==> src/rtl/lcd_text_pkg.sv <==
// Shared constants, state types and default timing for the character LCD text driver.
package lcd_text_pkg;

    localparam int TIMER_W   = 20;
    localparam int BUF_DEPTH = 32;

    localparam int DEF_T_POWERUP    = 750000;
    localparam int DEF_T_4100US     = 205000;
    localparam int DEF_T_100US      = 5000;
    localparam int DEF_T_40US       = 2000;
    localparam int DEF_T_1640US     = 82000;
    localparam int DEF_T_E_HIGH     = 12;
    localparam int DEF_T_NIBBLE_GAP = 50;

    localparam logic [7:0] CMD_FUNC_SET = 8'h28;
    localparam logic [7:0] CMD_ENTRY    = 8'h06;
    localparam logic [7:0] CMD_DISP_ON  = 8'h0C;
    localparam logic [7:0] CMD_CLEAR    = 8'h01;
    localparam logic [7:0] CMD_LINE1    = 8'h80;
    localparam logic [7:0] CMD_LINE2    = 8'hC0;

    typedef enum logic [2:0] {
        PWR_WAIT,
        INIT_NIB,
        CFG,
        CLR_WAIT,
        REF_ADDR,
        REF_CHAR
    } lcd_state_t;

    typedef enum logic [1:0] {
        W_IDLE,
        W_XFER,
        W_WAIT
    } writer_phase_t;

    function automatic logic [7:0] cfg_byte(input logic [1:0] idx);
        case (idx)
            2'd0:    return CMD_FUNC_SET;
            2'd1:    return CMD_ENTRY;
            2'd2:    return CMD_DISP_ON;
            default: return CMD_CLEAR;
        endcase
    endfunction

    // Buffer indices 16-31 belong to the second display line.
    function automatic logic [7:0] line_cmd(input logic [4:0] idx);
        return idx[4] ? CMD_LINE2 : CMD_LINE1;
    endfunction

endpackage

==> src/rtl/lcd_nibble_writer.sv <==
// Drives one 4-bit LCD transfer with its enable strobe, then idles for a caller-chosen delay.
module lcd_nibble_writer
    import lcd_text_pkg::*;
#(
    parameter int T_E_HIGH = DEF_T_E_HIGH
) (
    input  logic               clk,
    input  logic               rst,
    input  logic               start,
    input  logic [3:0]         nibble,
    input  logic               rs,
    input  logic [TIMER_W-1:0] wait_cycles,
    output logic               done,
    output logic [3:0]         lcd_d,
    output logic               lcd_e,
    output logic               lcd_rs
);

    localparam int XFER_LEN = T_E_HIGH + 4;

    writer_phase_t      phase, phase_n;
    logic [TIMER_W-1:0] cnt, cnt_n;
    logic [TIMER_W-1:0] wait_q;
    logic               accept;
    logic               e_n;

    // done marks the final cycle, so a new start can follow with no dead cycle.
    assign done   = (phase == W_XFER && cnt == TIMER_W'(XFER_LEN - 1) && wait_q == '0)
                 || (phase == W_WAIT && cnt == wait_q - 1'b1);
    assign accept = start && (phase == W_IDLE || done);

    // NOTE: every signal written here gets a default first, otherwise an unassigned path infers a latch.
    always_comb begin
        phase_n = phase;
        cnt_n   = cnt;
        unique case (phase)
            W_XFER: begin
                if (cnt == TIMER_W'(XFER_LEN - 1)) begin
                    phase_n = (wait_q == '0) ? W_IDLE : W_WAIT;
                    cnt_n   = '0;
                end else begin
                    cnt_n = cnt + 1'b1;
                end
            end
            W_WAIT: begin
                if (cnt == wait_q - 1'b1) begin
                    phase_n = W_IDLE;
                    cnt_n   = '0;
                end else begin
                    cnt_n = cnt + 1'b1;
                end
            end
            default: ;
        endcase
        if (accept) begin
            phase_n = W_XFER;
            cnt_n   = '0;
        end
        e_n = (phase_n == W_XFER) && (cnt_n >= TIMER_W'(2)) && (cnt_n < TIMER_W'(2 + T_E_HIGH));
    end

    // NOTE: state registers use non-blocking assignments so every flop samples pre-edge values.
    always_ff @(posedge clk) begin
        if (rst) begin
            phase  <= W_IDLE;
            cnt    <= '0;
            wait_q <= '0;
            lcd_d  <= 4'h0;
            lcd_rs <= 1'b0;
            lcd_e  <= 1'b0;
        end else begin
            phase <= phase_n;
            cnt   <= cnt_n;
            lcd_e <= e_n;
            if (accept) begin
                lcd_d  <= nibble;
                lcd_rs <= rs;
                wait_q <= wait_cycles;
            end
        end
    end

endmodule

==> src/rtl/lcd_text_driver.sv <==
// 32-character text buffer plus the HD44780 4-bit init and continuous two-line refresh sequencer.
module lcd_text_driver
    import lcd_text_pkg::*;
#(
    parameter int T_POWERUP    = DEF_T_POWERUP,
    parameter int T_4100US     = DEF_T_4100US,
    parameter int T_100US      = DEF_T_100US,
    parameter int T_40US       = DEF_T_40US,
    parameter int T_1640US     = DEF_T_1640US,
    parameter int T_E_HIGH     = DEF_T_E_HIGH,
    parameter int T_NIBBLE_GAP = DEF_T_NIBBLE_GAP
) (
    input  logic       clk,
    input  logic       rst,
    input  logic       write_en,
    input  logic [4:0] location,
    input  logic [7:0] data,
    output logic [7:0] read_data,
    output logic       init_done,
    output logic [3:0] lcd_d,
    output logic       lcd_e,
    output logic       lcd_rs,
    output logic       lcd_rw
);

    logic [7:0] buffer [BUF_DEPTH];

    lcd_state_t         state, state_n;
    logic [1:0]         step, step_n;
    logic               lower, lower_n;
    logic [4:0]         ref_idx, idx_n;
    logic [7:0]         char_q, char_n;
    logic [TIMER_W-1:0] cnt, cnt_n;

    logic               start, nib_rs, done;
    logic [3:0]         nib;
    logic [TIMER_W-1:0] wait_cycles;
    logic               issue_up, issue_lo, up_rs;
    logic [7:0]         up_byte;

    assign read_data = buffer[location];
    assign init_done = (state == REF_ADDR) || (state == REF_CHAR);
    assign lcd_rw    = 1'b0;

    // NOTE: the buffer must come out of reset as spaces, so unlike a RAM every entry is reset.
    always_ff @(posedge clk) begin
        if (rst) begin
            for (int i = 0; i < BUF_DEPTH; i++) buffer[i] <= 8'h20;
        end else if (write_en) begin
            buffer[location] <= data;
        end
    end

    always_ff @(posedge clk) begin
        if (rst) begin
            state   <= PWR_WAIT;
            step    <= 2'd0;
            lower   <= 1'b0;
            ref_idx <= 5'd0;
            char_q  <= 8'h00;
            cnt     <= '0;
        end else begin
            state   <= state_n;
            step    <= step_n;
            lower   <= lower_n;
            ref_idx <= idx_n;
            char_q  <= char_n;
            cnt     <= cnt_n;
        end
    end

    always_comb begin
        state_n     = state;
        step_n      = step;
        lower_n     = lower;
        idx_n       = ref_idx;
        char_n      = char_q;
        cnt_n       = cnt;
        start       = 1'b0;
        nib         = 4'h0;
        nib_rs      = 1'b0;
        wait_cycles = '0;
        issue_up    = 1'b0;
        issue_lo    = 1'b0;
        up_byte     = 8'h00;
        up_rs       = 1'b0;

        unique case (state)
            PWR_WAIT: begin
                if (cnt == TIMER_W'(T_POWERUP - 1)) begin
                    state_n     = INIT_NIB;
                    step_n      = 2'd0;
                    cnt_n       = '0;
                    start       = 1'b1;
                    nib         = 4'h3;
                    wait_cycles = TIMER_W'(T_4100US);
                end else begin
                    cnt_n = cnt + 1'b1;
                end
            end
            INIT_NIB: begin
                if (done) begin
                    if (step == 2'd3) begin
                        state_n  = CFG;
                        step_n   = 2'd0;
                        issue_up = 1'b1;
                        up_byte  = cfg_byte(2'd0);
                    end else begin
                        step_n      = step + 1'b1;
                        start       = 1'b1;
                        nib         = (step == 2'd2) ? 4'h2 : 4'h3;
                        wait_cycles = (step == 2'd0) ? TIMER_W'(T_100US) : TIMER_W'(T_40US);
                    end
                end
            end
            CFG: begin
                if (done) begin
                    if (!lower) begin
                        issue_lo = 1'b1;
                    end else if (step == 2'd3) begin
                        state_n = CLR_WAIT;
                        cnt_n   = '0;
                    end else begin
                        step_n   = step + 1'b1;
                        issue_up = 1'b1;
                        up_byte  = cfg_byte(step + 2'd1);
                    end
                end
            end
            CLR_WAIT: begin
                if (cnt == TIMER_W'(T_1640US - 1)) begin
                    state_n  = REF_ADDR;
                    cnt_n    = '0;
                    issue_up = 1'b1;
                    up_byte  = line_cmd(ref_idx);
                end else begin
                    cnt_n = cnt + 1'b1;
                end
            end
            REF_ADDR: begin
                if (done) begin
                    if (!lower) begin
                        issue_lo = 1'b1;
                    end else begin
                        state_n  = REF_CHAR;
                        issue_up = 1'b1;
                        up_byte  = buffer[ref_idx];
                        up_rs    = 1'b1;
                    end
                end
            end
            REF_CHAR: begin
                if (done) begin
                    if (!lower) begin
                        issue_lo = 1'b1;
                    end else begin
                        // Crossing 15->16 or 31->0 re-addresses the next line first.
                        idx_n    = ref_idx + 5'd1;
                        issue_up = 1'b1;
                        if (idx_n[3:0] == 4'd0) begin
                            state_n = REF_ADDR;
                            up_byte = line_cmd(idx_n);
                        end else begin
                            up_byte = buffer[idx_n];
                            up_rs   = 1'b1;
                        end
                    end
                end
            end
            default: ;
        endcase

        // The whole byte is captured with its upper nibble; the lower nibble reuses it.
        if (issue_up) begin
            start       = 1'b1;
            nib         = up_byte[7:4];
            nib_rs      = up_rs;
            wait_cycles = TIMER_W'(T_NIBBLE_GAP);
            lower_n     = 1'b0;
            char_n      = up_byte;
        end
        if (issue_lo) begin
            start       = 1'b1;
            nib         = char_q[3:0];
            nib_rs      = (state == REF_CHAR);
            wait_cycles = TIMER_W'(T_40US);
            lower_n     = 1'b1;
        end
    end

    lcd_nibble_writer #(
        .T_E_HIGH (T_E_HIGH)
    ) u_writer (
        .clk         (clk),
        .rst         (rst),
        .start       (start),
        .nibble      (nib),
        .rs          (nib_rs),
        .wait_cycles (wait_cycles),
        .done        (done),
        .lcd_d       (lcd_d),
        .lcd_e       (lcd_e),
        .lcd_rs      (lcd_rs)
    );

endmodule
==> config.mk <==
export PLATFORM = sky130hd
export DESIGN_NAME = lcd_text_driver
export DESIGN_NICKNAME = d
export VERILOG_FILES = /design/src/rtl/lcd_text_pkg.sv /design/src/rtl/lcd_nibble_writer.sv /design/src/rtl/lcd_text_driver.sv
export SDC_FILE = /design/constraint.sdc
export NUM_CORES = 1
export LEC_CHECK = 0
export CAP_MARGIN = 20
export CELL_PAD_IN_SITES_DETAIL_PLACEMENT = 1
export CELL_PAD_IN_SITES_GLOBAL_PLACEMENT = 1
export CORE_AREA = 4 4 204 206
export DETAILED_ROUTE_END_ITERATION = 10
export DIE_AREA = 0 0 208 210
export GPL_ROUTABILITY_DRIVEN = 0
export PLACE_DENSITY_LB_ADDON = 0.1
export SLEW_MARGIN = 20
export SYNTH_ARGS = -nofsm -noshare
export SYNTH_HDL_FRONTEND = slang
export SYNTH_SLANG_ARGS = --single-unit
export TNS_END_PERCENT = 10
==> constraint.sdc <==
create_clock -name clk -period 4.24 [get_ports clk]
set_input_delay 0.636 -clock clk [delete_from_list [all_inputs] [get_ports clk]]
set_output_delay 0.636 -clock clk [all_outputs]
set_load 0.03 [all_outputs]
==> flow_summary.ini <==
[worst_setup_path]
reg2regPathDepth = 9
r2r-end = u_writer.cnt[7]$_SDFF_PP0_
reg2reg_from = u_writer.wait_q[9]$_SDFFE_PP0N_
critPathMaxFanout = 20
worst-setup-path-type = flop to flop
required_ns = 4.70
start_kind = flop
cp.arrival_ns = 4.34
r2r_slack_ns = 0.35
end_kind = flop

[worst_hold_path]
hold_path.class = flop to flop
hold_depth = 2
worstHoldStart = u_writer.lcd_rs$_SDFFE_PP0N_
holdPathEnd = u_writer.lcd_rs$_SDFFE_PP0N_

[timing]
layout_min_cycle_time_ns = 3.887
tightest_slew_ns = 1.106
drv_slew = 0
finClkSkew_ns = 0.02462
rsz0062_at_grt = no
fin_crit_sh = 0.9167
setup_viol = 0
fin_ws_ns = 0.3530
slew_headroom = 0.2547
fmaxAchievable_mhz = 257.3
hold_violations = 0
tns_ns = 0

[global_route]
antenna_found_initial = 2
grt-ovfl-total = 0
grt_first_pass_wirelength_mm = 105.7
grt_pass1_vias = 16271
grt_max_degree = 66
grt_use_total = 0.3198

[route]
routedWlPerCell_um = 30.58
vias = 16007
drtAntennaViolNets = 0
drcViolationCount = 0
drt_iter0_markers = 2168
dr.pass1.iters = 6
wirelength_mm = 70.07
via_per_inst = 6.987

[floorplan]
die_w_um = 208
rows = 73
dieArea_mm2 = 0.04368
io_pins = 32
start_util = 0.5249
die_h_um = 210
coreArea_mm2 = 0.03964

[cts]
cts_tree = yes
cts_htree_levels = 2
cts_setup_buffers = 0
insertion_delay_ns = 0.59
cts_buffers = 41
clockBufferDepth = 3
hold_buffers = 0
cts_sinks = 333
cts_resized = 0
cts_root_buffer = clkbuf_16
path_clk_slew_ns = 0.05

[final_layout]
layout_commonest_cell = edfxtp_1
syn_to_final_growth_pct = 11.23
seq_area_mm2 = 0.009240
layout-drive-gt1-share = 0.2152
nFillCells = 3989
final_util = 0.5839
finalInstanceArea_mm2 = 0.02315
antenna_cells = 0
most-common-layout-cells = 256 x edfxtp_1, 233 x and2_1, 206 x mux4_2
multi_input_area_mm2 = 0.01088
fin_nets = 1765

[yosys]
synth-seq-cells = 333
async_flop_share = 0
synth_edf_count = 256
synthAdderAreaFrac = 0.008298
syn_area_mm2 = 0.02081
netlist-cell-type-count = 77
synth_cells = 1739
synth.mux.area_fraction = 0.2308
ys_seq_area_frac = 0.4435
synthXorXnorAreaFrac = 0.01684
synth.avg_cell_area_um2 = 11.97
yosys_warnings = 0
synth_ff_type = edfxtp_1
synth_fp_nets = 1768
yosys.area_share.simple = 0.1820
synth_compound_area_frac = 0.08340
synth_top_family_by_area = multiplexers

[power]
ir_drop_v = 0.0002848
power.density_mw_per_mm2 = 341.7
leakage_nw = 7.589

[placement]
place_ws_ns = 0.4158
port_buffers = 30
placed_area_mm2 = 0.02187
place_hpwl_mm = 50.25

[status]
status = completed

[flow_run]
drv_cap = 0
cell type report:
type | instances | share of cell area
clock buffer | 53 | 0.04762
clock inverter | 20 | 0.007460
tap | 525 | 0.02838
multi-input combinational | 1222 | 0.4700
timing repair buffer | 113 | 0.04325
sequential | 333 | 0.3992
inverter | 25 | 0.004054
worst max-delay path: stages (launching register included):
cell	delay, ns
dfxtp_1	0.40
nor4_1	0.75
nand3_1	0.27
a221o_1	0.38
or4_4	0.53
o41a_1	0.40
o21a_1	0.43
o211ai_1	0.22
buf_4	0.29
nor2_1	0.09
stage by stage:
| stage | total power, mW | hold slack, ns | cells |
|---|---|---|---|
| detailed placement | 4.541 | 0.4499 | 2218 |
| CTS | 7.930 | 0.4579 | 2291 |
| finish | 7.909 | 0.4565 | 2291 |
| global placement | 4.512 | 0.4484 | 2218 |
| global route | 8.123 | 0.4731 | 2291 |
| floorplan | 4.198 | 0.4488 | 1739 |
synthesized netlist by cell type, types with 7 or more instances:
library cell | n | area [µm²]
a211oi_1 | 12 | 90.09
a21o_1 | 7 | 52.55
a21oi_1 | 54 | 270.3
a22oi_1 | 40 | 300.3
a31oi_1 | 15 | 93.84
and2_1 | 233 | 1458
and3_1 | 20 | 125.1
buf_1 | 26 | 97.59
buf_2 | 9 | 45.04
clkbuf_1 | 119 | 446.7
dfxtp_1 | 77 | 1541
edfxtp_1 | 256 | 7687
ha_1 | 13 | 162.7
inv_1 | 24 | 90.09
mux2i_1 | 14 | 140.1
mux4_2 | 206 | 4639
nand2_1 | 105 | 394.1
nand2b_1 | 7 | 43.79
nand3_1 | 49 | 245.2
nand4_1 | 21 | 131.4
nor2_1 | 109 | 409.1
nor2b_1 | 8 | 50.05
nor3_1 | 37 | 185.2
nor4_1 | 17 | 106.4
o21ai_0 | 51 | 255.2
o311ai_1 | 7 | 61.31
o31ai_1 | 8 | 60.06
o31ai_2 | 8 | 100.1
or3_1 | 41 | 256.5
xnor2_1 | 22 | 192.7
xor2_1 | 18 | 157.7
power breakdown:
part | internal, mW | leakage, nW | switching (mW) | total (mW)
clock | 1.96 | 0.631 | 1.45 | 3.41
combinational | 0.306 | 3.88 | 0.415 | 0.720
sequential | 3.65 | 3.08 | 0.127 | 3.78
sequential cells by signal, summed over array words and instances (netlist names), named ones only:
register         count
buffer             256
char_q               4
cnt                 20
lower                1
ref_idx              5
state                3
step                 2
u_writer.cnt        20
u_writer.lcd_d       4
u_writer.lcd_e       1
u_writer.lcd_rs      1
u_writer.phase       2
u_writer.wait_q      9
layer usage:
metal  wire (µm)  share of wire  track usage  up-vias
met2       33410           0.48       0.5196      920
li1            -              -            -     6708
met4        3449          0.049       0.1280        2
met5          40        0.00057            0        -
met3        6347          0.091      0.06177      192
met1       26820           0.38       0.4310     8185
kinds of logic after synthesis:
kind of cell               count (synthesis)
DFF                                      333
AOI/OAI and AO/OA                        252
adders and majority gates                 14
muxes                                    222
and+or+nand+nor                          693
xor gates and xnor gates                  40
buffers and inverters                    184
other                                      1
how the worst max path moves through the flow:
stage                                         start                         end  slack [ns]  depth (start not counted)
floorplan                               location[0]                read_data[0]        0.85                          6
global placement    u_writer.wait_q[9]$_SDFFE_PP0N_   u_writer.lcd_e$_SDFF_PP0_        0.51                          9
detailed placement  u_writer.wait_q[9]$_SDFFE_PP0N_   u_writer.lcd_e$_SDFF_PP0_        0.42                          9
CTS                 u_writer.wait_q[9]$_SDFFE_PP0N_   u_writer.lcd_e$_SDFF_PP0_        0.40                          9
global route        u_writer.wait_q[5]$_SDFFE_PP0N_  u_writer.cnt[8]$_SDFF_PP0_        0.02                          9
finish              u_writer.wait_q[9]$_SDFFE_PP0N_  u_writer.cnt[7]$_SDFF_PP0_        0.35                          9
Power figures use the tool's default switching activity.
